File: config.mk
export PLATFORM = sky130hd
export DESIGN_NAME = rv_sram_arbiter
export DESIGN_NICKNAME = d
export VERILOG_FILES = /design/src/rtl/rv_sram_arbiter.sv
export SDC_FILE = /design/constraint.sdc
export NUM_CORES = 1
export LEC_CHECK = 0
export ABC_AREA = 1
export BUFFER_PORTS_ARGS = -buffer_cell sky130_fd_sc_hd__buf_2
export CAP_MARGIN = 20
export CORE_MARGIN = 4
export CORE_UTILIZATION = 47
export DETAILED_ROUTE_END_ITERATION = 8
export GPL_TIMING_DRIVEN = 0
export PLACE_DENSITY = 0.81
export SLEW_MARGIN = 10
export SYNTH_ARGS = -nofsm -noshare
export SYNTH_HDL_FRONTEND = slang
export SYNTH_SLANG_ARGS = --single-unit
File: constraint.sdc
create_clock -name clk_i -period 1.8 [get_ports clk_i]
set_input_delay 0.09 -clock clk_i [delete_from_list [all_inputs] [get_ports clk_i]]
set_output_delay 0.09 -clock clk_i [all_outputs]
set_load 0.05 [all_outputs]
File: src/rtl/rv_sram_arbiter.sv
// Two-port round-robin arbiter/sequencer in front of rv_sram_driver.
// One access in flight; request fields held on mem_* from grant to next grant.
module rv_sram_arbiter #(
    parameter int XLEN           = 32,
    parameter int TIMEOUT_CYCLES = 16
) (
    input  logic              clk_i,
    input  logic              arstn_i,
    input  logic              m0_req_i,
    input  logic              m0_we_i,
    input  logic [XLEN/8-1:0] m0_be_i,
    input  logic [XLEN-1:0]   m0_addr_i,
    input  logic [XLEN-1:0]   m0_wdata_i,
    output logic              m0_gnt_o,
    output logic              m0_rvalid_o,
    output logic [XLEN-1:0]   m0_rdata_o,
    output logic              m0_err_o,
    input  logic              m1_req_i,
    input  logic              m1_we_i,
    input  logic [XLEN/8-1:0] m1_be_i,
    input  logic [XLEN-1:0]   m1_addr_i,
    input  logic [XLEN-1:0]   m1_wdata_i,
    output logic              m1_gnt_o,
    output logic              m1_rvalid_o,
    output logic [XLEN-1:0]   m1_rdata_o,
    output logic              m1_err_o,
    output logic              mem_req_o,
    output logic              mem_we_o,
    output logic [XLEN/8-1:0] mem_be_o,
    output logic [XLEN-1:0]   mem_addr_o,
    output logic [XLEN-1:0]   mem_wdata_o,
    input  logic              mem_rvalid_i,
    input  logic [XLEN-1:0]   mem_rdata_i
);

    // state  | meaning
    // IDLE   | no access in flight; arbitrate and latch the winner's fields
    // ISSUE  | mem_req_o pulse seen by the driver; clear the watchdog
    // WAIT   | waiting for mem_rvalid_i or watchdog expiry
    typedef enum logic [1:0] {S_IDLE, S_ISSUE, S_WAIT} state_t;

    localparam logic [7:0] TO_LAST = 8'(TIMEOUT_CYCLES - 1);

    state_t          state_q;
    logic            last_q;
    logic            owner_q;
    logic [7:0]      cnt_q;
    logic            any_req;
    logic            sel;
    logic            cmpl;
    logic            cmpl_err;
    logic [XLEN-1:0] cmpl_data;

    // On a tie the port that was not granted last wins.
    always_comb begin
        any_req   = m0_req_i | m1_req_i;
        sel       = (m0_req_i & m1_req_i) ? ~last_q : m1_req_i;
        cmpl      = mem_rvalid_i | (cnt_q == TO_LAST);
        cmpl_err  = ~mem_rvalid_i;
        cmpl_data = mem_rvalid_i ? mem_rdata_i : '0;
    end

    always_ff @(posedge clk_i or negedge arstn_i) begin
        if (!arstn_i) begin
            state_q     <= S_IDLE;
            last_q      <= 1'b1;
            owner_q     <= 1'b0;
            cnt_q       <= '0;
            m0_gnt_o    <= 1'b0;
            m1_gnt_o    <= 1'b0;
            m0_rvalid_o <= 1'b0;
            m1_rvalid_o <= 1'b0;
            m0_rdata_o  <= '0;
            m1_rdata_o  <= '0;
            m0_err_o    <= 1'b0;
            m1_err_o    <= 1'b0;
            mem_req_o   <= 1'b0;
            mem_we_o    <= 1'b0;
            mem_be_o    <= '0;
            mem_addr_o  <= '0;
            mem_wdata_o <= '0;
        end else begin
            m0_gnt_o    <= 1'b0;
            m1_gnt_o    <= 1'b0;
            m0_rvalid_o <= 1'b0;
            m1_rvalid_o <= 1'b0;
            mem_req_o   <= 1'b0;
            case (state_q)
                S_IDLE: begin
                    if (any_req) begin
                        owner_q     <= sel;
                        last_q      <= sel;
                        mem_req_o   <= 1'b1;
                        m0_gnt_o    <= ~sel;
                        m1_gnt_o    <= sel;
                        mem_we_o    <= sel ? m1_we_i    : m0_we_i;
                        mem_be_o    <= sel ? m1_be_i    : m0_be_i;
                        mem_addr_o  <= sel ? m1_addr_i  : m0_addr_i;
                        mem_wdata_o <= sel ? m1_wdata_i : m0_wdata_i;
                        state_q     <= S_ISSUE;
                    end
                end
                S_ISSUE: begin
                    cnt_q   <= '0;
                    state_q <= S_WAIT;
                end
                S_WAIT: begin
                    if (cmpl) begin
                        if (owner_q) begin
                            m1_rvalid_o <= 1'b1;
                            m1_rdata_o  <= cmpl_data;
                            m1_err_o    <= cmpl_err;
                        end else begin
                            m0_rvalid_o <= 1'b1;
                            m0_rdata_o  <= cmpl_data;
                            m0_err_o    <= cmpl_err;
                        end
                        state_q <= S_IDLE;
                    end else begin
                        cnt_q <= cnt_q + 8'd1;
                    end
                end
                default: state_q <= S_IDLE;
            endcase
        end
    end

endmodule

==> impl_results.md, run 1 <==
- Internal Pwr Total: about 10000 µW
- Result of the run: finished, final reports clean
- Number of gates resized after CTS: 0
- Total DRC errors in the routed layout: 0
- Count of maximum capacitance violations: 0
- Width of the die: between 100 and 150 µm
- Post-synthesis instance total: 760
- Arrival time at the worst endpoint: roughly 2.0 ns
- Antenna violations before repair: 1
- Avg WL per Cell: between 20 and 25 µm
- TritonCTS buffer count: 17
- Reported net switching power: 11600 µW
- Core Region: between 0.01 and 0.015 mm²
- Number of top-level design ports: about 320
- Via count of the first global-routing pass: 8441
- Peak fanout along the critical path: 10
- Post-detailed-route count of antenna-violating nets: 0
- Sum of internal, switching and leakage power: roughly 22000 µW
- Combinational group share of total power: between 50% and 60%
- Buffers added on ports: 314
- Area delta synth->final: 64.1%
- Clock group share of total power: ~18%
- Post-layout minimum cycle time: ~1.7 ns
- Share of total power in sequential cells: around 28%
- Transition time at the pin with the least slew margin: 0.636 ns
- Kind of end point of the critical path: flop
- HPWL Detailed: ~16000 µm
- Initial Utilization: slightly below 50%
- Number of DRC markers after the initial detailed-route iteration: roughly 1000
- Worst Hold Slack: 0.0452 ns
- Clock Latency Late Sink: 0.43 ns
- Number of sinks handled by clock tree synthesis: about 150
- Most frequent cells in the layout: 370 x nand2_1, 323 x buf_2, 171 x dlygate4sd3_1
- Share of the clock period used by the worst path after layout: 93.0%
- Path type of the worst min-delay path: in2reg
- Final core utilization: ~80%
- Slew headroom: 57.6%
- First-pass detailed-route iteration total: 6
- Maximum number of pins on one net before global-route repair: 79
- Total wire length: roughly 30000 µm
- Highest Clock Rate: 0.598 GHz
- Sequential element share of the synthesized area: just under 60%
- Synth Register Bits: 152
- Hold Fails Final Rpt: 0
- Average cell area after synthesis: around 8.6 µm²
- Layout net count: around 1400
- Avg Vias per Cell: approximately 5.7
- Global-route wire length before repair: roughly 45000 µm
- Clock slew at reported path FFs: 0.06 ns
- H-tree Lvls: 4
- Die boundary height: 126 µm
- Max-slew violation total from the final report: 0
- Required arrival time at the worst endpoint: approximately 2.2 ns
- Number of distinct library cell variants in the gate-level netlist after synthesis: 24
- Count of warnings emitted by yosys: 0
- Area of placed instances: 0.00840 mm²
- Setup violations, final: 0
- Syn Nets: roughly 940
- Type of element launching the critical path: flop
- Maximum root-to-sink buffer count: 2
- Power Dens Cells: 2000 mW/mm²
- Post-route clock skew: ~0.014 ns
- Net switching share of the total power: ~54%
- GP Congestion: between 0.8 and 0.9
- Ratio of cells with drive above 1 in the final layout: slightly above 30%
- Routed vias: 8291
- VDD IR-drop max: roughly 1000 µV
- Buffer cell driving the clock tree root: clkbuf_16
- Filler Cell Count: between 700 and 800
- CTS tree: built
- Total congestion overflow: 0
- Standard-cell row count: 42
- Most frequent standard cell in the layout excluding fill and tap cells: nand2_1
- Global routing usage summed across all routing layers: a little over a third
- Cell Area, Synth: 0.00657 mm²
- Full die area: 0.0159 mm²
- Finished layout cell area: ~0.011 mm²
- Lkg Pwr: between 0.005 and 0.006 µW
- Crit Path Class: reg2reg
- RSZ-0062 raised after global routing: yes
==> layout make-up <==
| type | count | area, µm² | share of cell area (%) |
|---|---|---|---|
| diodes | 1 | 2.50 | 0.0232 |
| plain buffers | 48 | 305 | 2.83 |
| inverters | 18 | 67.6 | 0.627 |
| clock inverters | 14 | 198 | 1.83 |
| multi-input cells | 542 | 2390 | 22.2 |
| clock buffers | 18 | 439 | 4.07 |
| repair buffers | 490 | 3350 | 31.1 |
| flip-flops and latches | 152 | 3800 | 35.3 |
| well taps | 176 | 220 | 2.04 |
==> sequential cells by signal, indices dropped and copies added (netlist names), 2 cells and up <==
signal       count
mem_wdata_o     32
state_q          2
mem_be_o         4
m1_rdata_o      32
m0_rdata_o      32
cnt_q            8
mem_addr_o      32
==> logic make-up (layout without fill, tap and decap cells) <==
| family | count (synthesis) | count (layout) | synth area share, % |
|---|---|---|---|
| other cells | 0 | 1 | 0 |
| simple gates | 534 | 534 | 35.2 |
| fa+ha+maj | 1 | 1 | 0.190 |
| xor+xnor | 3 | 3 | 0.400 |
| compound gates | 4 | 4 | 0.629 |
| flops | 152 | 152 | 57.9 |
| buf+inv | 66 | 588 | 5.68 |
==> worst max-delay path: stages (launching register included) <==
cell and delay, ns:
dfrtp_1 0.43, nor2_2 0.07, o21ai_2 0.25, clkbuf_1 0.52, nand2_1 0.19, nand3_1 0.14
==> power groups by stage <==
stage / clock (µW) / combinational (µW) / sequential (µW)
3_3_place_gp: 0 / 10700 / 5750
2_1_floorplan: 0 / 2850 / 10800
5_1_grt: 4030 / 12300 / 6070
4_1_cts: 3850 / 11200 / 5760
3_5_place_dp: 0 / 10900 / 5790
6_report: 3860 / 11700 / 5980
==> per-stage QoR <==
| stage | setup slack [ns] | TNS (ns) | cells |
|---|---|---|---|
| 6_report | 0.127 | 0 | 1459 |
| 5_1_grt | -0.0000613 | -0.0000613 | 1459 |
| 4_1_cts | 0.145 | 0 | 1454 |
| 3_5_place_dp | 0.166 | 0 | 1251 |
| 3_3_place_gp | -1.60 | -240.58 | 1250 |
| 2_1_floorplan | 0.379 | 0 | 760 |
==> metal layers <==
| metal | track usage, % | vias up | wire length [µm] |
|---|---|---|---|
| li1 | - | 3498 | - |
| met1 | 42.9 | 3785 | 10000 |
| met2 | 58.1 | 818 | 13600 |
| met3 | 9.74 | 190 | 3440 |
| met4 | 24.4 | 0 | 2270 |
| met5 | 0 | - | 0 |
==> worst paths after layout <==
check / end / from / cells after the start / slack (ns)
max: mem_wdata_o[15]$_DFFE_PN0P_ / state_q[0]$_DFFE_PN0P_ / 5 / 0.13
min: m1_err_o$_DFFE_PN0P_ / mem_rvalid_i / 4 / 0.05
max reg2reg: mem_wdata_o[15]$_DFFE_PN0P_ / state_q[0]$_DFFE_PN0P_ / 5 / 0.13
min reg2reg: m0_rdata_o[21]$_DFFE_PN0P_ / m0_rdata_o[21]$_DFFE_PN0P_ / 2 / 0.47
max in group asynchronous: mem_addr_o[29]$_DFFE_PN0P_ / arstn_i / 3 / 0.81
min in group asynchronous: m1_rdata_o[20]$_DFFE_PN0P_ / arstn_i / 2 / 0.22
==> cells in the mapped netlist, drive strengths merged <==
cell	count	area, µm²
a21oi	1	16.3
buf	28	230
clkbuf	20	75.1
clkinv	1	3.75
dfrtp	151	3780
dfstp	1	26.3
ha	1	12.5
inv	17	63.8
nand2	370	1390
nand3	83	430
nand3b	1	7.51
nand4	68	425
nor2	12	57.6
o21ai	2	13.8
o21bai	1	11.3
xor2	3	26.3
==> timing repair <==
item / in CTS / in global routing
hold buffers: 171 / 0
setup buffers: 0 / 4
endpoints found under the setup margin: 0 / 2
endpoints found under the hold margin: 206 / 0
Note: power is estimated with default switching activity, not from simulation.
==> run 2: changes to the inputs <==
--- a/config.mk
+++ b/config.mk
@@ -9,10 +9,10 @@
 export BUFFER_PORTS_ARGS = -buffer_cell sky130_fd_sc_hd__buf_2
 export CAP_MARGIN = 20
 export CORE_MARGIN = 4
-export CORE_UTILIZATION = 47
+export CORE_UTILIZATION = 42
 export DETAILED_ROUTE_END_ITERATION = 8
 export GPL_TIMING_DRIVEN = 0
-export PLACE_DENSITY = 0.81
+export PLACE_DENSITY = 0.77
 export SLEW_MARGIN = 10
 export SYNTH_ARGS = -nofsm -noshare
 export SYNTH_HDL_FRONTEND = slang
==> constraint.sdc (replaced) <==
create_clock -name clk_i -period 1.5 [get_ports clk_i]
set_input_delay 0.075 -clock clk_i [delete_from_list [all_inputs] [get_ports clk_i]]
set_output_delay 0.075 -clock clk_i [all_outputs]
set_load 0.05 [all_outputs]
==> run 2 against run 1 <==
Effect of this change:
- wire length fell by 6.0%
- final cell count rose by 3.2%
- clock skew fell by 0.0017 ns
- clock power rose by 6.7%
- largest power group unchanged
==> impl_results.md, run 2 (synthesized netlist as in run 1, its figures left out) <==
- Result of the run: finished, final reports clean (unchanged)
- Buffers added on ports: 314 (unchanged)
- Slew headroom: 60.8% (was 57.6%)
- Antenna violations before repair: 1 (unchanged)
- Worst R2R Start: state_q[0]$_DFFE_PN0P_ (unchanged)
- Avg Vias per Cell: 5.31 (was 5.68)
- Type of element launching the critical path: flop (unchanged)
- Register-to-register path setup slack: 0.008 ns (was 0.13 ns)
- Hold Fails Final Rpt: 0 (unchanged)
- Maximum number of pins on one net before global-route repair: 79 (unchanged)
- Initial Utilization: 43.0% (was 48.8%)
- Global-route wire length before repair: 42300 µm (was 45500 µm)
- Highest Clock Rate: 0.670 GHz (was 0.598 GHz)
- Most frequent cells in the layout: 364 x nand2_1, 316 x buf_2, 171 x dlygate4sd3_1 (was 370 x nand2_1, 323 x buf_2, 171 x dlygate4sd3_1)
- GP Congestion: 0.892 (was 0.869)
- Max-slew violation total from the final report: 0 (unchanged)
- Area delta synth->final: 67.4% (was 64.1%)
- Layout net count: 1456 (was 1445)
- Post-route clock skew: 0.0120 ns (was 0.0137 ns)
- RSZ-0062 raised after global routing: yes (unchanged)
- Crit Path Class: reg2reg (unchanged)
- Buffer cell driving the clock tree root: clkbuf_16 (unchanged)
- Clock slew at reported path FFs: 0.07 ns (was 0.06 ns)
- Area of placed instances: 0.00844 mm² (was 0.00840 mm²)
- Crit path launch: state_q[0]$_DFFE_PN0P_ (unchanged)
- Crit Reg-Reg Endpoint: mem_wdata_o[1]$_DFFE_PN0P_ (was mem_wdata_o[15]$_DFFE_PN0P_)
- Filler Cell Count: 996 (was 725)
- Ratio of cells with drive above 1 in the final layout: 32.3% (was 30.3%)
- Routed vias: 7998 (was 8291)
- Setup violations, final: 0 (unchanged)
- Peak fanout along the critical path: 10 (unchanged)
- CTS tree: built (unchanged)
- Post-detailed-route count of antenna-violating nets: 0 (unchanged)
- Share of the clock period used by the worst path after layout: 99.5% (was 93.0%)
- Clock Latency Late Sink: 0.42 ns (was 0.43 ns)
- Lkg Pwr: 0.00589 µW (was 0.00584 µW)
- Width of the die: 133 µm (was 126 µm)
- Count of maximum capacitance violations: 0 (unchanged)
- TritonCTS buffer count: 17 (unchanged)
- Required arrival time at the worst endpoint: 1.85 ns (was 2.15 ns)
- Capturing element of the worst setup path: mem_wdata_o[1]$_DFFE_PN0P_ (was mem_wdata_o[15]$_DFFE_PN0P_)
- HPWL Detailed: 16200 µm (was 16100 µm)
- Cells after DPL: 1286 (was 1251)
- H-tree Lvls: 4 (unchanged)
- Standard-cell row count: 45 (was 42)
- Finished layout cell area: 0.0110 mm² (was 0.0108 mm²)
- Post-layout minimum cycle time: 1.49 ns (was 1.67 ns)
- Path type of the worst min-delay path: in2reg (unchanged)
- Number of top-level design ports: 315 (unchanged)
- Die boundary height: 133 µm (was 126 µm)
- Total congestion overflow: 0 (unchanged)
- Avg WL per Cell: 18.3 µm (was 20.1 µm)
- Global routing usage summed across all routing layers: 30.1% (was 36.3%)
- Worst Reg2Reg Path Length in Cells: 6 (was 5)
- Maximum root-to-sink buffer count: 2 (unchanged)
- Number of DRC markers after the initial detailed-route iteration: 679 (was 1036)
- Power Dens Cells: 2310 mW/mm² (was 2000 mW/mm²)
- Final-layout setup total negative slack: 0 ns (unchanged)
- Final cell count without fillers: 1505 (was 1459)
- Most frequent standard cell in the layout excluding fill and tap cells: nand2_1 (unchanged)
- Total wire length: 27600 µm (was 29300 µm)
- Arrival time at the worst endpoint: 1.84 ns (was 2.03 ns)
- Total DRC errors in the routed layout: 0 (unchanged)
- Number of sinks handled by clock tree synthesis: 152 (unchanged)
- Kind of end point of the critical path: flop (unchanged)
- Full die area: 0.0177 mm² (was 0.0159 mm²)
- VDD IR-drop max: 1350 µV (was 1010 µV)
- Core Region: 0.0153 mm² (was 0.0135 mm²)
- Final core utilization: 72.1% (was 80.1%)
- Transition time at the pin with the least slew margin: 0.589 ns (was 0.636 ns)
- Via count of the first global-routing pass: 8215 (was 8441)
- First-pass detailed-route iteration total: 5 (was 6)
-- run 2: cell count changes in the layout (fill, tap and decap cells not counted), sizes merged --
cell / previous run / this run
buf: 347 / 355
bufinv: 4 / 1
clkbuf: 38 / 40
clkinv: 8 / 4
clkinvlp: 2 / 3
inv: 18 / 24
o21ai: 2 / 3
-- run 2: worst min path at each step --
stage / startpoint / endpoint / slack, ns / cells past startpoint
2_1_floorplan: arstn_i / cnt_q[0]$_DFFE_PN0P_ / -0.22 / 0
3_3_place_gp: m0_addr_i[26] / mem_addr_o[26]$_DFFE_PN0P_ / 0.28 / 3
3_5_place_dp: arstn_i / m0_rdata_o[10]$_DFFE_PN0P_ / 0.07 / 1
4_1_cts: mem_rvalid_i / m0_err_o$_DFFE_PN0P_ / 0.03 / 4
5_1_grt: m0_req_i / mem_req_o$_DFF_PN0_ / 0.06 / 3
6_report: m0_req_i / mem_req_o$_DFF_PN0_ / 0.05 / 3
-- run 2: power by group --
part / switching (µW) / internal [µW] / total [µW] / leakage, µW
registers: 1100 / 5960 / 7050 / 0.00190
logic: 10800 / 3490 / 14200 / 0.00372
clock network: 1800 / 2320 / 4120 / 0.000274
total: 13600 / 11800 / 25400 / 0.00589
-- run 2: worst max-delay path, stage by stage, from the launching register on --
cell	delay (ns)
dfrtp_2	0.42
nor2_4	0.15
inv_1	0.08
nor2_4	0.28
clkbuf_4	0.28
nand2_1	0.08
nand3_1	0.13
-- run 2: per-stage QoR --
| stage | hold WS [ns] | setup slack [ns] | power [µW] |
|---|---|---|---|
| 2_1_floorplan | -0.221 | 0.0794 | 16400 |
| 3_3_place_gp | 0.279 | -1.92 | 19800 |
| 3_5_place_dp | 0.0750 | -0.216 | 20000 |
| 4_1_cts | 0.0277 | 0.00257 | 24600 |
| 5_1_grt | 0.0644 | -0.0483 | 26600 |
| 6_report | 0.0478 | 0.00756 | 25400 |
-- run 2: per-layer routing --
metal	vias up	global-route usage [%]	share of wire [%]
li1	3522	-	-
met1	3735	34.3	35
met2	614	49.9	48
met3	125	8.52	10
met4	2	19.1	6.4
met5	-	0	0.025
-- run 2: final cells by class --
cell class / instances / area, µm² / share of cell area [%]
sequential: 152 / 3810 / 34.6
timing repair buffer: 500 / 3450 / 31.4
tap: 211 / 264 / 2.40
inverter: 18 / 71.3 / 0.649
multi-input combinational: 543 / 2490 / 22.7
buffer: 48 / 338 / 3.07
clock inverter: 14 / 136 / 1.24
clock buffer: 18 / 429 / 3.90
antenna: 1 / 2.50 / 0.0228
-- run 2: what timing repair did --
| action | 4_1_cts | 5_1_grt |
|---|---|---|
| resized for setup | 12 | 33 |
| hold buffers | 171 | 0 |
| setup endpoints to repair | 137 | 143 |
| pin swaps | 1 | 6 |
| hold endpoints to repair | 207 | 0 |
| gates cloned | 0 | 2 |
| buffers inserted | 5 | 8 |
